==> src/rtl/alu_op_sequencer.sv <==
// Command sequencer for the 16-bit ALU: 8x16 register file, {C,V,N,Z} status, cmd/rsp handshakes.
// Optional build macro ALU_SEQ_ILLEGAL_TRAP_EN rejects reserved op codes with rsp_err.
module alu_op_sequencer #(
    parameter int unsigned NREG = 8,
    parameter int unsigned W    = 16
) (
    input  logic         clk,
    input  logic         rst,
    input  logic         cmd_valid,
    output logic         cmd_ready,
    input  logic [3:0]   cmd_op,
    input  logic [2:0]   cmd_ra,
    input  logic [2:0]   cmd_rb,
    input  logic [2:0]   cmd_rd,
    input  logic [W-1:0] cmd_imm,
    output logic [W-1:0] alu_a,
    output logic [W-1:0] alu_b,
    output logic [3:0]   alu_op,
    input  logic [W-1:0] alu_y,
    input  logic         alu_c,
    input  logic         alu_v,
    input  logic         alu_n,
    input  logic         alu_z,
    output logic         rsp_valid,
    input  logic         rsp_ready,
    output logic [W-1:0] rsp_data,
    output logic [3:0]   rsp_flags,
    output logic         rsp_err,
    output logic [3:0]   status
);

    localparam int unsigned AW  = 3;
    localparam int unsigned FW  = 4;
    localparam int unsigned OPW = 4;

    localparam logic [1:0] S_IDLE  = 2'd0;
    localparam logic [1:0] S_ISSUE = 2'd1;
    localparam logic [1:0] S_RESP  = 2'd2;

    localparam logic [OPW-1:0] OP_LDI = 4'b1111;

    logic [1:0]     r_state;
    logic [1:0]     w_state_nxt;
    logic           r_cmd_ready;
    logic           r_rsp_valid;
    logic [W-1:0]   r_regs [NREG];
    logic [FW-1:0]  r_status;
    logic [W-1:0]   r_alu_a;
    logic [W-1:0]   r_alu_b;
    logic [OPW-1:0] r_alu_op;
    logic [AW-1:0]  r_rd;
    logic [W-1:0]   r_imm;
    logic [W-1:0]   r_rsp_data;
    logic [FW-1:0]  r_rsp_flags;

    logic           w_accept;
    logic           w_incdec;
    logic           w_arith;
    logic           w_ldi;
    logic           w_trap;
    logic [FW-1:0]  w_status_nxt;

    assign w_accept = cmd_valid && r_cmd_ready;
    assign w_incdec = (cmd_op[3:1] == 3'b000);
    assign w_arith  = (r_alu_op[3:2] == 2'b00);
    assign w_ldi    = (r_alu_op == OP_LDI);

    // Logic ops (and untrapped reserved codes) keep C/V, take N/Z from the ALU.
    assign w_status_nxt = w_arith ? {alu_c, alu_v, alu_n, alu_z}
                                  : {r_status[3:2], alu_n, alu_z};

`ifdef ALU_SEQ_ILLEGAL_TRAP_EN
    logic r_trap;
    logic r_rsp_err;
    logic w_cmd_reserved;

    assign w_cmd_reserved = !((cmd_op[3:2] == 2'b00) || (cmd_op == 4'b1001) ||
                              (cmd_op == 4'b1010) || (cmd_op == 4'b1011) ||
                              (cmd_op == OP_LDI));

    always_ff @(posedge clk) begin
        if (rst) begin
            r_trap    <= 1'b0;
            r_rsp_err <= 1'b0;
        end else begin
            if (w_accept) begin
                r_trap <= w_cmd_reserved;
            end
            if (r_state == S_ISSUE) begin
                r_rsp_err <= r_trap;
            end
        end
    end

    assign w_trap  = r_trap;
    assign rsp_err = r_rsp_err;
`else
    assign w_trap  = 1'b0;
    assign rsp_err = 1'b0;
`endif

    // State register plus registered handshake outputs decoded from the next state.
    always_ff @(posedge clk) begin
        if (rst) begin
            r_state     <= S_IDLE;
            r_cmd_ready <= 1'b1;
            r_rsp_valid <= 1'b0;
        end else begin
            r_state     <= w_state_nxt;
            r_cmd_ready <= (w_state_nxt == S_IDLE);
            r_rsp_valid <= (w_state_nxt == S_RESP);
        end
    end

    always_comb begin
        w_state_nxt = r_state;
        case (r_state)
            S_IDLE:  if (w_accept) w_state_nxt = S_ISSUE;
            S_ISSUE: w_state_nxt = S_RESP;
            S_RESP:  if (rsp_ready) w_state_nxt = S_IDLE;
            default: w_state_nxt = S_IDLE;
        endcase
    end

    // Operand capture at accept; result/status write-back at the end of ISSUE.
    always_ff @(posedge clk) begin
        if (rst) begin
            r_regs      <= '{default: '0};
            r_status    <= '0;
            r_alu_a     <= '0;
            r_alu_b     <= '0;
            r_alu_op    <= '0;
            r_rd        <= '0;
            r_imm       <= '0;
            r_rsp_data  <= '0;
            r_rsp_flags <= '0;
        end else begin
            if (w_accept) begin
                r_alu_a  <= r_regs[cmd_ra];
                r_alu_b  <= w_incdec ? W'(1) : r_regs[cmd_rb];
                r_alu_op <= cmd_op;
                r_rd     <= cmd_rd;
                r_imm    <= cmd_imm;
            end
            if (r_state == S_ISSUE) begin
                if (w_trap) begin
                    r_rsp_data  <= '0;
                    r_rsp_flags <= r_status;
                end else if (w_ldi) begin
                    r_regs[r_rd] <= r_imm;
                    r_rsp_data   <= r_imm;
                    r_rsp_flags  <= r_status;
                end else begin
                    r_regs[r_rd] <= alu_y;
                    r_status     <= w_status_nxt;
                    r_rsp_data   <= alu_y;
                    r_rsp_flags  <= w_status_nxt;
                end
            end
        end
    end

    assign cmd_ready = r_cmd_ready;
    assign rsp_valid = r_rsp_valid;
    assign rsp_data  = r_rsp_data;
    assign rsp_flags = r_rsp_flags;
    assign status    = r_status;
    assign alu_a     = r_alu_a;
    assign alu_b     = r_alu_b;
    assign alu_op    = r_alu_op;

endmodule

==> config.mk <==
export PLATFORM = sky130hd
export DESIGN_NAME = alu_op_sequencer
export DESIGN_NICKNAME = d
export VERILOG_FILES = /design/src/rtl/alu_op_sequencer.sv
export SDC_FILE = /design/constraint.sdc
export NUM_CORES = 1
export LEC_CHECK = 0
export CAP_MARGIN = 20
export CORE_ASPECT_RATIO = 0.75
export CORE_MARGIN = 2
export CORE_UTILIZATION = 40
export CTS_CLUSTER_DIAMETER = 200
export CTS_CLUSTER_SIZE = 10
export DETAILED_ROUTE_END_ITERATION = 16
export GPL_TIMING_DRIVEN = 0
export PLACE_DENSITY_LB_ADDON = 0.12
export SYNTH_ARGS = -nofsm -noshare
export SYNTH_HDL_FRONTEND = slang
export SYNTH_SLANG_ARGS = --single-unit
==> constraint.sdc <==
create_clock -name clk -period 3.25 [get_ports clk]
set_input_delay 0.65 -clock clk [delete_from_list [all_inputs] [get_ports clk]]
set_output_delay 0.65 -clock clk [all_outputs]
set_load 0.1 [all_outputs]
==> results.toml, run 1 <==
[outcome]
status = "finished, final reports clean"

[clock_network]
clk_pin_slew_ns = 0.06
clockBufferDepth = 3
cts_num_sinks = 207
cts_buffers = 24
cts_tree = "yes"
worstSkewPairLatency_ns = 0.52
cts_root_buffer = "clkbuf_16"
postCtsSetupRepairBufs = 0
holdBufCountCts = 0
ctsResizeCount = 0
htreeDepth = 1

[worst_setup_path]
cp-end-kind = "register"
cp.depth = 7
crit_slowest_cell = "clkbuf_1"
cp_slowest_stage_delay_ns = 0.62
crit_buf_inv = 3
crit_fanout = 10
worstPathCellList = "clkdlybuf4s50_1 > nor2b_1 > buf_1 > clkbuf_1 > a22oi_1 > a21oi_1 > nor3_1"
crit_type = "in -> reg"
setup.worst_path.start_class = "input pin"
arrival_ns = 3.16
ff2ff_path_depth = 5
worstPathRequired_ns = 3.63
critPathTopFamily = "buffers and inverters"

[run]
drv_cap = 0

[die]
pin_count = 116
chipWidth_um = 178.2
dieArea_um2 = 23990
initial_core_util_pct = 40.95
rows = 47
fp.coreArea_um2 = 22230
die_y_um = 134.7

[synthesis]
ys_types = 30
yosysMostFrequentCell = "dfxtp_1"
syn_area_um2 = 9104
yosysTopAreaCellShare_pct = 45.52
synth.yosys.warnings = 0
synth_fp_nets = 1047
synth_cells = 994
synthArstFlopShare_pct = 0
ys_ff_latch = 207
synthFlopType = "dfxtp_1"
yosys.area.top_type = "dfxtp_1"
synthTopCellsByCount = "dfxtp_1 (207), nor2_1 (182), a211oi_1 (145), mux2i_1 (115), clkbuf_1 (59)"
synth_edf_count = 0
synth_area_per_cell_um2 = 9.159
synth-seq-area-share_pct = 45.52
netlist_top_cells_area = "dfxtp_1 (46%), mux2i_1 (13%), a211oi_1 (12%)"

[power_and_ir_drop]
power.leakage_nw = 4.114
powerDensity_nw_per_um2 = 562.8
p_sw_mw = 1.993
pwr-share-clk_pct = 37.3
intPower_mw = 4.334
p_seq_share_pct = 43.0
ir_worst_vdd_uv = 387.9
pwr-share-comb_pct = 19.7
swShare_pct = 31.49

[min_path]
min_path_cells = 2
hold_path.class = "reg -> reg"

[global_routing]
grt_use_total_pct = 28.29
globalRouteOverflowTotal = 0
grt_pass1_vias = 8321
grt_pass1_wl_um = 50740
antenna_found_initial = 0
grt_max_degree = 12

[routing]
drc = 0
viasPerCell = 5.965
drt-total-wl_um = 34040
ant_nets = 0
vias = 8518
first_pass_iters = 5
post_drt_wl_per_cell_um = 23.84
drt_iter0_drc = 948

[final_layout]
areaGrowthSynthToFinish_pct = 23.47
layout.nets = 1187
final_layout_size_suffix_gt1_share_pct = 8.466
antenna_cells = 0
fillers = 2167

[sta]
finClkSkew_ns = 0.02090
hold_violations = 0
maxSlewViolCount = 0
setup_tns_ns = 0
setup-violations-final = 0
fmax_mhz = 359.7
rsz0062_at_grt = "no"
worst_pin_slew_ns = 1.122
fin_crit_sh_pct = 85.55
relSlewSlack_pct = 23.03
period_needed_ns = 2.780
hold_slack_ns = 0.4522

[place]
hpwl_um = 24420
numPortBuffers = 113
gp_congestion = 0.9552
## per-stage QoR
step           total power, mW  cell area, µm²  cells  util [%]  worst slack, ns
2_1_floorplan            3.610            9104    994         -           0.9808
3_3_place_gp             3.993           10600   1401     47.70           0.1243
3_5_place_dp             4.003           10600   1401     47.70          0.07780
4_1_cts                  6.334           11230   1427     50.53           0.4667
5_1_grt                  6.513           11240   1428     50.57           0.4338
6_report                 6.327           11240   1428     50.57           0.4696
## routing by layer
layer / wire [µm] / vias to the layer above / GRT usage, %
li1: - / 3869 / -
met1: 15930 / 4123 / 42.93
met2: 13780 / 469 / 40.05
met3: 3469 / 57 / 6.334
met4: 860 / 0 / 7.407
met5: 0 / - / 0
## final cells by class
cell class | count | area, µm² | share of cell area [%]
flip-flops and latches | 207 | 4144 | 36.87
multi-input cells | 693 | 4544 | 40.43
plain buffers | 94 | 415.4 | 3.695
well taps | 294 | 367.9 | 3.272
clock inverters | 1 | 5.005 | 0.04452
repair buffers | 114 | 1139 | 10.13
clock buffers | 25 | 625.6 | 5.565
## placed cells by master, fill, tap and decap left out, types with 2 or more instances in the layout
cell             netlist  routed
nor2b_1                5       5
nand2b_1               4       4
o22ai_1               15      15
and2_1                 2       2
a22oi_1               41      41
dfxtp_1              207     207
buf_2                 26      26
nor3_1                17      17
mux2i_1              115     115
nand2_1               57      57
nor2_1               182     182
o31ai_1                5       5
a211oi_1             145     145
clkbuf_16              0      25
buf_4                  8       9
clkbuf_1              59      59
clkdlybuf4s50_1        0     113
mux2_2                30      30
nand3b_1               2       2
nor3_2                 4       4
nand3_1                3       3
a22o_1                14      14
a21oi_1               44      44
## sequential cells by signal, indices dropped and copies added, names as in the netlist
| register | flops |
|---|---|
| r_regs | 128 |
| alu_op | 4 |
| r_imm | 16 |
| r_rd | 3 |
| r_state | 2 |
| rsp_data | 16 |
| cmd_ready | 1 |
| rsp_flags | 4 |
| rsp_valid | 1 |
| alu_a | 16 |
| alu_b | 16 |
## worst paths after layout
kind | from | end | slack [ns]
setup reg to reg | alu_op[2] | r_regs[121] | 1.03
hold reg to reg | r_imm[14] | r_imm[14] | 0.45
setup / recovery | cmd_ra[0] | alu_a[6] | 0.47
hold / removal | r_imm[14] | r_imm[14] | 0.45
## kinds of logic (layout without fill, tap and decap cells)
kind of cell | after synthesis | count (layout) | share of synthesized area, %
buffers and inverters | 94 | 234 | 4.563
AND/OR/NAND/NOR | 280 | 280 | 12.66
multiplexers | 145 | 145 | 16.36
AO/OA/AOI/OAI | 267 | 267 | 20.86
flip-flops | 207 | 207 | 45.52
other | 1 | 1 | 0.04119
## power groups by stage
stage	Combinational [mW]	Sequential, mW	Clock [mW]
global placement	1.22	2.77	0
floorplan	0.428	3.18	0
detailed placement	1.23	2.77	0
finish	1.24	2.72	2.36
CTS	1.23	2.72	2.38
global route	1.30	2.73	2.48
## tightest hold or removal path, stage by stage, from the launching register on
cell and delay, ns:
dfxtp_1 0.30, nand2_1 0.05, a21oi_1 0.05
Note: power is estimated with default switching activity, not from simulation.
==> run 2: changes to the inputs <==
CAP_MARGIN = default   (was 20)
SKIP_CTS_REPAIR_TIMING = 1   (was default)
==> run 2 against run 1 <==
Core utilization hardly changed. Sequential power hardly changed. Cell count hardly changed. Die area stayed put. Highest routed layer unchanged. Clock skew is 0.0044 ns lower. Count of clock-buffer cells in the layout stayed put. Final area hardly changed. Wire length hardly changed. First-iteration DRC count is 4.2% lower. Largest cell class unchanged.
==> results.toml, run 2 (synthesis results as in run 1) <==
[final_layout]
top_register = "r_regs"
instances_no_fill = 1427
areaGrowthSynthToFinish_pct = 23.39
final_cell_mix = "dfxtp_1 (207), nor2_1 (182), a211oi_1 (145)"
layout.nets = 1186
mostFrequentLayoutCell = "dfxtp_1"
antenna_cells = 0
largest_reg_flops = 128
fin_util_pct = 50.53
final_layout_size_suffix_gt1_share_pct = 8.385

[sta]
setup-violations-final = 0
hold_violations = 0
rsz0062_at_grt = "no"
maxSlewViolCount = 0
worst_pin_slew_ns = 1.170
finClkSkew_ns = 0.01651
setup_tns_ns = 0
relSlewSlack_pct = 19.80
hold_slack_ns = 0.4523
fin_crit_sh_pct = 85.01
fmax_mhz = 361.9
period_needed_ns = 2.763

[run]
drv_cap = 0

[outcome]
status = "finished, final reports clean"

[die]
die_y_um = 134.7
rows = 47
dieArea_um2 = 23990
fp.coreArea_um2 = 22230
initial_core_util_pct = 40.95
pin_count = 116
chipWidth_um = 178.2

[worst_setup_path]
critPathLaunch = "rsp_flags[3]"
crit_type = "reg -> out"
worstPathRequired_ns = 2.60
worstPathCellList = "buf_4 > clkdlybuf4s50_1"
arrival_ns = 2.11
setup.worst_path.start_class = "register"
crit_fanout = 3
cp-end-kind = "output port"
crit_slowest_cell = "clkdlybuf4s50_1"
r2r-start = "alu_op[2]"
cp_slowest_stage_delay_ns = 1.12

[place]
dpl.cell_count = 1401
hpwl_um = 24420
numPortBuffers = 113
gp_congestion = 0.9552

[global_routing]
grt_pass1_wl_um = 50740
grt_max_degree = 12
grt_use_total_pct = 28.29
grt_pass1_vias = 8321
antenna_found_initial = 0
globalRouteOverflowTotal = 0

[clock_network]
htreeDepth = 1
cts_root_buffer = "clkbuf_16"
clk_pin_slew_ns = 0.05
cts_tree = "yes"
cts_buffers = 24
worstSkewPairLatency_ns = 0.51
clockBufferDepth = 3
cts_num_sinks = 207

[routing]
ant_nets = 0
drt_iter0_drc = 908
viasPerCell = 5.954
post_drt_wl_per_cell_um = 23.87
first_pass_iters = 5
vias = 8496
drt-total-wl_um = 34060
drc = 0

[min_path]
min_from = "r_imm[14]"
hold_path.class = "reg -> reg"

[power_and_ir_drop]
ir_worst_vdd_uv = 388.7
power.total_mw = 6.325
powerDensity_nw_per_um2 = 563.1
power.leakage_nw = 4.109
[run 2: final cells by class]
type	instances	area (µm²)
Multi-Input combinational cell	693	4544
Timing Repair Buffer	113	1131
Fill cell	2167	11000
Clock inverter	1	5.005
Clock buffer	25	625.6
Tap cell	294	367.9
Sequential cell	207	4144
Buffer	94	415.4
[run 2: path summary, 6_finish.rpt]
| check | endpoint | slack [ns] | cells past startpoint |
|---|---|---|---|
| setup / recovery | status[3] | 0.49 | 2 |
| hold / removal | r_imm[14] | 0.45 | 2 |
| setup reg to reg | r_regs[58] | 0.88 | 5 |
| hold reg to reg | r_imm[14] | 0.45 | 2 |
[run 2: report_power, final]
| group | internal [mW] | leakage [nW] | switching (mW) |
|---|---|---|---|
| combinational | 0.342 | 2.11 | 0.901 |
| clock | 1.34 | 0.312 | 1.02 |
| sequential | 2.65 | 1.68 | 0.0734 |
| total | 4.33 | 4.11 | 1.99 |
[run 2: metrics by stage]
step | setup slack [ns] | instance area [µm²]
2_1_floorplan | 0.9808 | 9104
3_3_place_gp | 0.1243 | 10600
3_5_place_dp | 0.07780 | 10600
4_1_cts | 0.4667 | 11230
5_1_grt | 0.4338 | 11230
6_report | 0.4871 | 11230
[run 2: critical path, delay by kind of cell (launching register included)]
| family | cells | cell delay [ns] |
|---|---|---|
| flops | 1 | 0.36 |
| buf+inv | 2 | 1.24 |
[run 2: metal layers]
layer / wire [µm] / GRT usage [%]
met1: 16040 / 42.93
met2: 13840 / 40.05
met3: 3389 / 6.334
met4: 794 / 7.407
met5: 0 / 0
==> run 3: changes to the inputs <==
ABC_CLOCK_PERIOD_IN_PS = 3250   (was default)
CORE_ASPECT_RATIO = 2   (was 0.75)
==> run 3 against run 2 <==
The run now ends with max-capacitance violations, max-slew violations left. Non-clock buffer count stayed put. Via count is 1.6% lower. Core utilization is 0.78 points lower. Largest cell class unchanged. Count of clock-buffer cells in the layout stayed put. Fmax is 0.31% lower. Sequential power hardly changed. First-iteration DRC count is 47% lower.
==> results.toml, run 3 (synthesis results as in run 1) <==
[worst_setup_path]
ff2ff_setup_slack_ns = 0.82
arrival_ns = 3.19
crit_slowest_cell = "clkbuf_1"
crit_type = "in -> reg"
cp-end-kind = "register"
setup.worst_path.start_class = "input pin"
worstPathRequired_ns = 3.66
crit_fanout = 10
worstPathCellList = "clkdlybuf4s50_1 > nor2_1 > clkbuf_1 > a22oi_1 > a22o_1"
cp_slowest_stage_delay_ns = 0.81

[die]
initial_core_util_pct = 40.38
dieArea_um2 = 24060
fp.coreArea_um2 = 22540
die_y_um = 217.4
rows = 78
pin_count = 116
chipWidth_um = 110.7

[sta]
fin_crit_sh_pct = 85.28
period_needed_ns = 2.771
worst_pin_slew_ns = 1.463
relSlewSlack_pct = -0.3239
hold_violations = 0
rsz0062_at_grt = "no"
setup-violations-final = 0
finClkSkew_ns = 0.01020
fmax_mhz = 360.8
setup_tns_ns = 0
setup_slack_ns = 0.4785
maxSlewViolCount = 1

[final_layout]
final_cell_mix = "dfxtp_1 (207), nor2_1 (182), a211oi_1 (145)"
final_layout_size_suffix_gt1_share_pct = 8.385
mostFrequentLayoutCell = "dfxtp_1"
antenna_cells = 0
layout.nets = 1186
largest_reg_flops = 128
top_register = "r_regs"
seqCellArea_um2 = 4144
fin_util_pct = 49.75
fillers = 2186
areaGrowthSynthToFinish_pct = 23.20
multi_input_comb_area_um2 = 4544

[routing]
first_pass_iters = 5
drt_iter0_drc = 481
post_drt_wl_per_cell_um = 25.29
ant_nets = 0
route.top_layer_used = "met4"
drt-met1-wl_um = 12170
met2_length_um = 18960
dr_wl_met3_um = 2139
vias = 8358
viasPerCell = 5.915
drt-total-wl_um = 35740
drc = 0

[global_routing]
grt_use_total_pct = 29.09
grt_pass1_vias = 8258
grt_pass1_wl_um = 52040
globalRouteOverflowTotal = 0
grt_max_degree = 12
antenna_found_initial = 0

[clock_network]
worstSkewPairLatency_ns = 0.52
htreeDepth = 1
clk_pin_slew_ns = 0.06
cts_root_buffer = "clkbuf_16"
cts_buffers = 24
cts_tree = "yes"
clockBufferDepth = 3
cts_num_sinks = 207

[power_and_ir_drop]
ir_worst_vdd_uv = 335.7
powerDensity_nw_per_um2 = 566.4
power.leakage_nw = 4.109
power.total_mw = 6.353

[place]
gp_congestion = 0.9923
dp_worst_setup_slack_ns = 0.1047
hpwl_um = 25720
numPortBuffers = 113

[outcome]
status = "finished with violations"
violations = "max-capacitance violations, max-slew violations"

[min_path]
hold_path.class = "reg -> reg"

[run]
drv_cap = 1
[run 3: metal layers]
| layer | track usage [%] | vias up |
|---|---|---|
| met5 | 0 | - |
| met4 | 18.54 | 0 |
| met3 | 3.453 | 131 |
| met2 | 54.85 | 388 |
| met1 | 30.03 | 3959 |
| li1 | - | 3880 |
[run 3: stage by stage]
stage,hold WS [ns],instances,instance area (µm²)
2_1_floorplan,0.4357,994,9104
3_3_place_gp,0.4400,1387,10590
3_5_place_dp,0.4391,1387,10590
4_1_cts,0.4522,1413,11220
5_1_grt,0.4704,1413,11220
6_report,0.4516,1413,11220
[run 3: final timing paths]
check / startpoint / endpoint / depth (start not counted)
hold reg to reg: alu_b[9] / alu_b[9] / 2
hold / removal: alu_b[9] / alu_b[9] / 2
setup / recovery: cmd_rb[2] / alu_b[11] / 5
setup reg to reg: cmd_ready / alu_b[12] / 5
[run 3: layout make-up]
cell class / count / area share, %
clock inverter: 1 / 0.04462
buffer: 94 / 3.704
timing repair buffer: 113 / 10.08
sequential: 207 / 36.95
tap: 280 / 3.124
multi-input combinational: 693 / 40.52
clock buffer: 25 / 5.578
[run 3: report_power, final]
part	switching [mW]	internal (mW)	total, mW
Sequential	0.0742	2.65	2.72
Combinational	0.909	0.342	1.25
Clock	1.04	1.34	2.38
[run 3: worst max-delay path, delay by kind of cell]
kind	cells	cell delay, ns
buf+inv	2	1.31
simple gates	1	0.66
compound gates	2	0.56
